<file path="src/rtl/carbonio_pio_pkg.sv">
// Shared constants for the CarbonIO timestamped parallel I/O block.
package carbonio_pio_pkg;

    // Bit positions inside irq_en
    localparam int IRQ_EDGE  = 0;
    localparam int IRQ_MATCH = 1;
    localparam int IRQ_OVF   = 2;

    // Bit positions inside status_clr
    localparam int CLR_OVF   = 0;
    localparam int CLR_MATCH = 1;

    // Default free-running timestamp width
    localparam int TS_WIDTH_DEFAULT = 16;

    // Width of the glitch-filter length field and per-bit counters
    localparam int FILTER_LEN_W = 8;

endpackage

</file>
<file path="src/rtl/carbonio_fifo.sv">
// Edge-event FIFO. Storage is cleared by reset so a drained or freshly reset
// queue never exposes stale entries; the head is presented combinationally
// and reads as zero while the queue is empty.
module carbonio_fifo #(
    parameter int WIDTH = 80,
    parameter int DEPTH = 16
) (
    input  logic                       clk,
    input  logic                       rst_n,
    input  logic                       push,
    input  logic [WIDTH-1:0]           push_data,
    input  logic                       pop,
    output logic [WIDTH-1:0]           head,
    output logic [$clog2(DEPTH+1)-1:0] count,
    output logic                       full
);
    localparam int AW = $clog2(DEPTH);
    localparam int CW = $clog2(DEPTH+1);

    logic [WIDTH-1:0] mem [DEPTH];
    logic [AW-1:0]    wr_ptr;
    logic [AW-1:0]    rd_ptr;
    logic             empty;
    logic             do_push;
    logic             do_pop;

    assign empty = (count == '0);
    assign full  = (count == CW'(DEPTH));

    // A push into a full queue is only accepted when a pop frees the slot in
    // the same cycle; a pop on an empty queue is ignored.
    always_comb begin
        do_push = push & (~full | pop);
        do_pop  = pop & ~empty;
    end

    // Entry storage
    always_ff @(posedge clk or negedge rst_n) begin
        if (!rst_n) begin
            for (int i = 0; i < DEPTH; i++) begin
                mem[i] <= '0;
            end
        end else if (do_push) begin
            mem[wr_ptr] <= push_data;
        end
    end

    // Pointers and occupancy; pointers wrap explicitly so DEPTH need not be a power of two
    always_ff @(posedge clk or negedge rst_n) begin
        if (!rst_n) begin
            wr_ptr <= '0;
            rd_ptr <= '0;
            count  <= '0;
        end else begin
            if (do_push) begin
                wr_ptr <= (wr_ptr == AW'(DEPTH-1)) ? '0 : wr_ptr + AW'(1);
            end
            if (do_pop) begin
                rd_ptr <= (rd_ptr == AW'(DEPTH-1)) ? '0 : rd_ptr + AW'(1);
            end
            case ({do_push, do_pop})
                2'b10:   count <= count + CW'(1);
                2'b01:   count <= count - CW'(1);
                default: count <= count;
            endcase
        end
    end

    // Head entry, zero while empty
    always_comb begin
        head = empty ? '0 : mem[rd_ptr];
    end

endmodule

</file>
<file path="src/rtl/carbonio_pio_ts.sv">
// CarbonIO second-generation parallel I/O: synchronizer, per-bit glitch
// filter, edge qualification into a timestamped event FIFO, pattern match
// and interrupt generation, plus the output/direction registers.
module carbonio_pio_ts
    import carbonio_pio_pkg::*;
#(
    parameter int WIDTH           = 32,
    parameter int EDGE_FIFO_DEPTH = 16,
    parameter int TS_WIDTH        = TS_WIDTH_DEFAULT
) (
    input  logic                                 clk,
    input  logic                                 rst_n,
    input  logic                                 enable,
    input  logic [WIDTH-1:0]                     pio_in,
    output logic [WIDTH-1:0]                     pio_out,
    output logic [WIDTH-1:0]                     pio_dir,
    input  logic                                 out_we,
    input  logic                                 out_set_we,
    input  logic                                 out_clr_we,
    input  logic [WIDTH-1:0]                     out_wdata,
    input  logic                                 dir_we,
    input  logic [WIDTH-1:0]                     dir_wdata,
    input  logic                                 cfg_we,
    input  logic [FILTER_LEN_W-1:0]              filter_len_wdata,
    input  logic [WIDTH-1:0]                     rise_en_wdata,
    input  logic [WIDTH-1:0]                     fall_en_wdata,
    input  logic [2:0]                           irq_en_wdata,
    input  logic                                 match_we,
    input  logic [WIDTH-1:0]                     match_value_wdata,
    input  logic [WIDTH-1:0]                     match_mask_wdata,
    input  logic                                 edge_pop,
    output logic [WIDTH-1:0]                     edge_value,
    output logic [WIDTH-1:0]                     edge_mask,
    output logic [TS_WIDTH-1:0]                  edge_ts,
    output logic [$clog2(EDGE_FIFO_DEPTH+1)-1:0] edge_count,
    input  logic [1:0]                           status_clr,
    output logic                                 edge_overflow,
    output logic                                 match_sticky,
    output logic                                 edge_pulse,
    output logic                                 match_pulse,
    output logic                                 irq
);
    localparam int FW = TS_WIDTH + 2*WIDTH;

    logic [FILTER_LEN_W-1:0] filter_len;
    logic [WIDTH-1:0]        rise_en;
    logic [WIDTH-1:0]        fall_en;
    logic [2:0]              irq_en;
    logic [WIDTH-1:0]        match_value;
    logic [WIDTH-1:0]        match_mask;

    logic [WIDTH-1:0]        sync_meta;
    logic [WIDTH-1:0]        sync;
    logic [WIDTH-1:0]        stable;
    logic [WIDTH-1:0]        chg;
    logic [WIDTH-1:0]        stable_new;
    logic [WIDTH-1:0]        mask_next;
    logic [TS_WIDTH-1:0]     ts_q;

    logic                    push_valid;
    logic [FW-1:0]           push_data;
    logic [FW-1:0]           head;
    logic                    fifo_full;
    logic                    ovf_set;

    logic                    m;
    logic                    m_prev;

    // Software-visible configuration registers
    always_ff @(posedge clk or negedge rst_n) begin
        if (!rst_n) begin
            filter_len  <= '0;
            rise_en     <= '0;
            fall_en     <= '0;
            irq_en      <= '0;
            match_value <= '0;
            match_mask  <= '0;
        end else begin
            if (cfg_we) begin
                filter_len <= filter_len_wdata;
                rise_en    <= rise_en_wdata;
                fall_en    <= fall_en_wdata;
                irq_en     <= irq_en_wdata;
            end
            if (match_we) begin
                match_value <= match_value_wdata;
                match_mask  <= match_mask_wdata;
            end
        end
    end

    // Output and direction registers; a full write beats set/clear, clear beats set
    always_ff @(posedge clk or negedge rst_n) begin
        if (!rst_n) begin
            pio_out <= '0;
            pio_dir <= '0;
        end else begin
            if (out_we) begin
                pio_out <= out_wdata;
            end else begin
                pio_out <= (pio_out | (out_set_we ? out_wdata : '0))
                         & ~(out_clr_we ? out_wdata : '0);
            end
            if (dir_we) begin
                pio_dir <= dir_wdata;
            end
        end
    end

    // Two-flop synchronizer and free-running timestamp
    always_ff @(posedge clk or negedge rst_n) begin
        if (!rst_n) begin
            sync_meta <= '0;
            sync      <= '0;
            ts_q      <= '0;
        end else begin
            sync_meta <= pio_in;
            sync      <= sync_meta;
            if (enable) begin
                ts_q <= ts_q + TS_WIDTH'(1);
            end
        end
    end

    // Per-bit glitch filter: a bit must disagree with its stable value for
    // filter_len+1 consecutive cycles before the stable value follows it.
    // While disabled the stable value tracks the pin so re-enabling is quiet.
    for (genvar gi = 0; gi < WIDTH; gi++) begin : g_filter
        logic [FILTER_LEN_W-1:0] cnt;
        logic                    bit_stable;

        assign stable[gi] = bit_stable;
        assign chg[gi]    = enable & (sync[gi] ^ bit_stable) & (cnt == filter_len);

        // Counter and stable value for this pin
        always_ff @(posedge clk or negedge rst_n) begin
            if (!rst_n) begin
                cnt        <= '0;
                bit_stable <= 1'b0;
            end else if (!enable) begin
                cnt        <= '0;
                bit_stable <= sync[gi];
            end else if (sync[gi] == bit_stable) begin
                cnt        <= '0;
            end else if (cnt == filter_len) begin
                cnt        <= '0;
                bit_stable <= sync[gi];
            end else begin
                cnt        <= cnt + FILTER_LEN_W'(1);
            end
        end
    end

    // Edge qualification against the rise/fall enables
    always_comb begin
        stable_new = (stable & ~chg) | (sync & chg);
        mask_next  = chg & ((sync & rise_en) | (~sync & fall_en));
    end

    // Registered push request; it doubles as the edge pulse
    always_ff @(posedge clk or negedge rst_n) begin
        if (!rst_n) begin
            push_valid <= 1'b0;
            push_data  <= '0;
        end else begin
            push_valid <= |mask_next;
            push_data  <= {ts_q, mask_next, stable_new};
        end
    end

    assign edge_pulse = push_valid;
    assign ovf_set    = push_valid & fifo_full & ~edge_pop;

    carbonio_fifo #(
        .WIDTH (FW),
        .DEPTH (EDGE_FIFO_DEPTH)
    ) u_fifo (
        .clk       (clk),
        .rst_n     (rst_n),
        .push      (push_valid),
        .push_data (push_data),
        .pop       (edge_pop),
        .head      (head),
        .count     (edge_count),
        .full      (fifo_full)
    );

    assign {edge_ts, edge_mask, edge_value} = head;

    // Pattern match on the filtered inputs; an all-zero mask always matches
    assign m = (((stable ^ match_value) & match_mask) == '0);

    // Rising edge of the match condition, suppressed while disabled
    always_ff @(posedge clk or negedge rst_n) begin
        if (!rst_n) begin
            m_prev      <= 1'b0;
            match_pulse <= 1'b0;
        end else if (!enable) begin
            m_prev      <= 1'b0;
            match_pulse <= 1'b0;
        end else begin
            m_prev      <= m;
            match_pulse <= m & ~m_prev;
        end
    end

    // Sticky status bits (a new event beats a simultaneous clear) and interrupt
    always_ff @(posedge clk or negedge rst_n) begin
        if (!rst_n) begin
            edge_overflow <= 1'b0;
            match_sticky  <= 1'b0;
            irq           <= 1'b0;
        end else begin
            edge_overflow <= ovf_set | (edge_overflow & ~status_clr[CLR_OVF]);
            match_sticky  <= match_pulse | (match_sticky & ~status_clr[CLR_MATCH]);
            irq           <= (irq_en[IRQ_EDGE]  & (edge_count != '0))
                           | (irq_en[IRQ_MATCH] & match_sticky)
                           | (irq_en[IRQ_OVF]   & edge_overflow);
        end
    end

endmodule

</file>
<file path="config.mk">
export PLATFORM = sky130hd
export DESIGN_NAME = carbonio_pio_ts
export DESIGN_NICKNAME = d
export VERILOG_FILES = /design/src/rtl/carbonio_pio_pkg.sv /design/src/rtl/carbonio_fifo.sv /design/src/rtl/carbonio_pio_ts.sv
export SDC_FILE = /design/constraint.sdc
export NUM_CORES = 2
export LEC_CHECK = 0
export CORE_MARGIN = 2
export CORE_UTILIZATION = 61
export DETAILED_ROUTE_END_ITERATION = 6
export PLACE_DENSITY = 0.8
export SETUP_SLACK_MARGIN = 0.5
export SYNTH_ARGS = -nofsm -noshare
export SYNTH_HDL_FRONTEND = slang
export SYNTH_SLANG_ARGS = --single-unit
</file>
<file path="constraint.sdc">
create_clock -name clk -period 3.81 [get_ports clk]
set_input_delay 0.762 -clock clk [delete_from_list [all_inputs] [get_ports clk]]
set_output_delay 0.762 -clock clk [all_outputs]
set_load 0.02 [all_outputs]
</file>
---- Word-level counts from Yosys, hierarchy flattened ----
Cells that the tools add are included.
cells by class
  add/subtract/negate cells ............... 37
  magnitude comparators ................... 3
  equal/unequal tests ..................... 133
  mux-type cells .......................... 207
  bitwise gates (word level) .............. 133
  reduce and logical (&&, ||, !) cells .... 38
operator list
  operator               count
  $bwmux 1280            1
  $mux 8                 96
  $bmux 80 s4            1
  $demux 80 s4           1
  $mux 80                4
  $add 8x1->8 const B    32
  $eq 8x8->1             32
  $and 32x32->32         7
  $mux 1                 98
  $mux 32                3
  $not 32->32            3
  $or 32x32->32          3
  $and 1x1->1            74
  $ne 2x1->1 const B     32
  $ne 2x2->1 const B     32
  $reduce_and 2->1       32
  $eq 1x1->1             32
  $logic_not 32->1       1
  $reduce_or 32->1       1
  $xor 1x1->1            32
  $xor 32x32->32         1
  $add 16x1->16 const B  1
  $ge 5x5->1 const B     2
  $not 4->5              2
  16 further kinds       28
storage, ports and cells
  bits in registers ....................... 1950
  input port bits ......................... 247
  output and inout port bits .............. 154
  word-level logic and storage cells ...... 652

---- Depth between registers and ports, before layout ----
  depth in word-level cells ............... 6
  mapped depth ............................ 16

---- By module ----
Synthesis repeated with hierarchy kept, for this count alone.
second synthesis, totals
  cell total of the unflattened synthesis .. 6082
  area, all modules ....................... 87838.0 um^2
by module, submodules not included
  module           instances  cells an instance  area each (um^2)  sequential area each (um^2)
  carbonio_fifo    1          3556               58258.4           32356.0
  carbonio_pio_ts  1          2526               29579.6           16440.8

---- Worst setup path before layout ----
Ideal clock, no wire load.
  kind .................................... register -> output
  start point ............................. reg u_fifo.rd_ptr[1]
  end point ............................... out edge_mask[0]
  arrival ................................. 2.133 ns
  data required time ...................... 3.048 ns
  slack ................................... 0.915 ns
  stages on the path, launching flop included .. 7
  path buffers ............................ 3
  cells stage by stage .................... dfrtp_1 -> buf_2 -> clkbuf_1 -> buf_1 -> mux4_2 -> mux4_2 -> and2_1
on the way
  longest elaborated chain between the ends .. 5
ends and longest elaborated chain
  what                                         RTL line               RTL
  start, declared                              carbonio_fifo.sv:22    logic [AW-1:0] rd_ptr;
  start signal, assigned                       carbonio_fifo.sv:59    rd_ptr <= (rd_ptr == AW'(DEPTH-1)) ? '0 : rd_ptr + AW'(1);
  $not 4->5 (implied by the code)              carbonio_fifo.sv:71    head = empty ? '0 : mem[rd_ptr];
  $bmux 80 s4                                  carbonio_fifo.sv:71
  $mux 80 (implied by the code) (2 in series)  carbonio_fifo.sv:71
  $mux 80                                      carbonio_fifo.sv:71
  end, declared                                carbonio_pio_ts.sv:33  output logic [WIDTH-1:0] edge_mask,
Every way passes these cells. The select of a mux whose other input is x is not followed.

---- Worst setup path after layout ----
  start point ............................. reg u_fifo.rd_ptr[0]
  end point ............................... out edge_mask[20]
The elaborated chain is that of the path after synthesis.

==> summary.md <==
| Metric | Value |
|---|---|
| Routed WL | 226700 microns |
| Clock Skews | 0.02072 ns |
| Most frequent cell after synthesis | dfrtp_1 |
| Die height | 384.9 microns |
| Largest area contributor in the netlist | dfrtp_1 |
| NumNets Final | 6743 |
| Wire length per cell | 26.58 microns |
| Latest clock arrival within the worst-skew pair | 0.83 ns |
| Worst slew margin | 0.1905 |
| Yosys warns | 0 |
| Clock Pin Slew Worst Setup and Hold Paths | 0.07 ns |
| DP HPWL | 138100 microns |
| Layout Area Growth over Synthesis | 17.79% |
| Setup violations, final | 80 |
| Die area | 148200 sq um |
| Ranking of synthesized cells by area | dfrtp_1 (55%), mux2_2 (18%), mux4_2 (10%) |
| RSZ-0062 raised after global routing | true |
| Die width | 384.9 microns |
| Synth async-reset ratio | 1.000 |
| Largest family of logic cells by synthesized area | multiplexers |
| Root Driver | clkbuf_16 |
| Residual DRC | 0 |
| Fmax | 242.9 MHz |
| Synth Area in Simple Gates | 0.05382 |
| Mapped Cells | 5963 |
| Syn_area_per_cell | 14.84 sq um |
| Clk buf depth | 3 |
| CP Launch Type | flop |
| Slowest cell on the critical path | dfrtp_4 |
| Hold WS | 0.3087 ns |
| Post-route cell area | 104300 sq um |
| Setup Crit Path Kind | reg -> out |
| Non-Filler Instances | 8528 |
| CTS tree | done |
| First-pass GRT wire length | 344600 microns |
| Layout cells sized above 1 | 0.3977 |
| Num rows | 139 |
| Gpl congestion | 0.8480 |
| Final Slew Violations | 0 |
| Tot GR Track Use | 0.3093 |
| Crit-path max FO | 7 |
| Syn Nets | 6251 |
| Final period utilization | 1.081 |
| Yosys top cell area share | 0.5513 |
| Final Hold Vio Count | 0 |
| Top_reg_cell synth | dfrtp_1 |
| Vias per cell | 6.229 |
| Max cap viols | 0 |
| Post-place instance area | 95320 sq um |
| Fin worst setup slack | -0.3071 ns |
| Leakage | 49.09 nW |
| DP Cell Count | 8069 |
| CTS HTree Levels | 4 |
| Power density cells | 532.2 nW/um^2 |
| Top cells by count, synth | dfrtp_1 (1950), mux2_2 (1405), mux4_2 (400) |
| Failing checks | setup timing |
| TritonRoute pass-1 iters | 5 |
| Starting density of the core | 0.6154 |
| Synthesized cell area | 88510 sq um |
| CP Cell Sequence | buf_16, buf_12, buf_16, buf_12, buf_16, mux4_2, mux4_2, and2_4, buf_6 |
| Number of synthesized flops with an enable pin | 0 |
| Register area share after synthesis | 0.5513 |
| IO Count | 401 |
| Max VDD drop | 0.0004355 V |
| Vias | 53120 |
| Antenna violations before repair | 16 |
| Slew @ Worst Pin | 1.210 ns |
| Hold WC Path Type | in -> reg |
| Vias in the first global route | 56230 |
| Grt total ovfl | 0 |
| Cell variety after synth | 46 |
| Largest net degree at the start of global routing | 139 |
| Synth Area in XOR/XNOR | 0.05304 |
| Largest stage delay on the critical path | 0.57 ns |
| Outcome | finished with violations |
| Routed Antenna Nets | 0 |
| Flops & latches, synth | 1950 |
| Critical Path Sink Type | output port |
| Drt first-iter violations | 4143 |
| Port bufs | 400 |
| Req. time, crit path | 3.05 ns |
| Num CTS Buffers | 196 |
| CORE AREA | 143800 sq um |
| Mux cell area share after synthesis | 0.2950 |
| WP data arrival | 3.36 ns |
| Cell mode on critical path | buf_16 |
| Sink Count | 1950 |
| R2R setup slack | 0.83 ns |
| Synth Area in Compound Gates | 0.01128 |
| Post-Synth Adder-Cell Area | 0.005796 |
| Min Tclk post-route | 4.117 ns |
## power breakdown
group / internal, W / total [W] / switching [W]
Sequential: 0.0217 / 0.0230 / 0.00132
Combinational: 0.00643 / 0.0119 / 0.00551
Clock: 0.0123 / 0.0205 / 0.00824
## per-stage QoR
| stage | utilization | power (W) | setup slack (ns) | TNS, ns |
|---|---|---|---|---|
| 4_1_cts | 0.7169 | 0.05468 | -0.3662 | -16.42 |
| 3_5_place_dp | 0.6627 | 0.03276 | 0.2072 | 0 |
| 3_3_place_gp | 0.6627 | 0.03251 | 0.2225 | 0 |
| 5_1_grt | 0.7249 | 0.05739 | -0.3473 | -17.60 |
| 2_1_floorplan | - | 0.02905 | 0.9148 | 0 |
| 6_report | 0.7249 | 0.05549 | -0.3071 | -13.33 |
## cell type report
cell class	instances	area, sq um
clock inverters	89	1274
diodes	7	17.52
inverters	42	157.7
flip-flops and latches	1950	48820
multi-input cells	3575	37320
repair buffers	690	8668
clock buffers	272	5624
fillers	8709	39570
well taps	1903	2381
## logic make-up (layout without fill, tap and decap cells)
family	Yosys count	count (layout)
compound gates	164	164
other cells	0	7
fa+ha+maj	41	41
simple gates	915	915
xor+xnor	536	536
mux	1919	1919
buf+inv	438	1093
flops	1950	1950
## routing by layer
metal	share of wire	GRT usage	vias to the layer above
li1	-	-	22570
met1	0.40	0.4137	28220
met2	0.49	0.4973	1850
met3	0.075	0.07228	469
met4	0.039	0.1161	10
met5	0.00025	0	-
## state kept, by name (all words and copies together) (netlist names), 3 cells and up
name                 count
u_fifo.mem            1280
match_mask              32
g_filter.bit_stable     32
pio_out                 32
sync                    32
ts_q                    16
rise_en                 32
u_fifo.count             5
irq_en                   3
u_fifo.rd_ptr            4
pio_dir                 32
push_data               80
fall_en                 32
filter_len               8
u_fifo.wr_ptr            4
match_value             32
g_filter.cnt           256
sync_meta               32
## critical path, delay by kind of cell, from the launching register on
kind / cells / cell delay (ns)
buffers and inverters: 6 / 0.83
AND/OR/NAND/NOR: 1 / 0.18
multiplexers: 2 / 0.94
flip-flops: 1 / 0.57
## path summary, 6_finish.rpt
| kind | end | startpoint | cells past startpoint |
|---|---|---|---|
| min reg2reg | sync[2] | sync_meta[2] | 0 |
| min | ts_q[0] | enable | 2 |
| min in group asynchronous | pio_out[18] | rst_n | 2 |
| max reg2reg | u_fifo.count[4] | u_fifo.count[1] | 13 |
| max in group asynchronous | u_fifo.mem[54] | rst_n | 4 |
| max | edge_mask[20] | u_fifo.rd_ptr[0] | 9 |
## what timing repair did
| item | CTS | global route |
|---|---|---|
| hold buffers | 1 | 0 |
| pin swaps | 0 | 2 |
| setup endpoints to repair | 80 | 83 |
| hold endpoints to repair | 55 | 0 |
| resized for setup | 385 | 238 |
| setup buffers | 35 | 25 |
| cloned | 18 | 12 |
## cells in the final DEF, fill, tap and decap left out, types with 114 or more instances in the layout
| cell type | instances |
|---|---|
| xnor2_1 | 247 |
| mux4_2 | 400 |
| mux2_2 | 1405 |
| xor2_1 | 289 |
| nand3_1 | 174 |
| dfrtp_1 | 1938 |
| buf_4 | 114 |
| nor2_1 | 297 |
| clkbuf_16 | 210 |
| clkdlybuf4s50_1 | 316 |
| buf_12 | 118 |
| mux2_1 | 114 |
No activity file was read; power rests on OpenSTA's default activity.
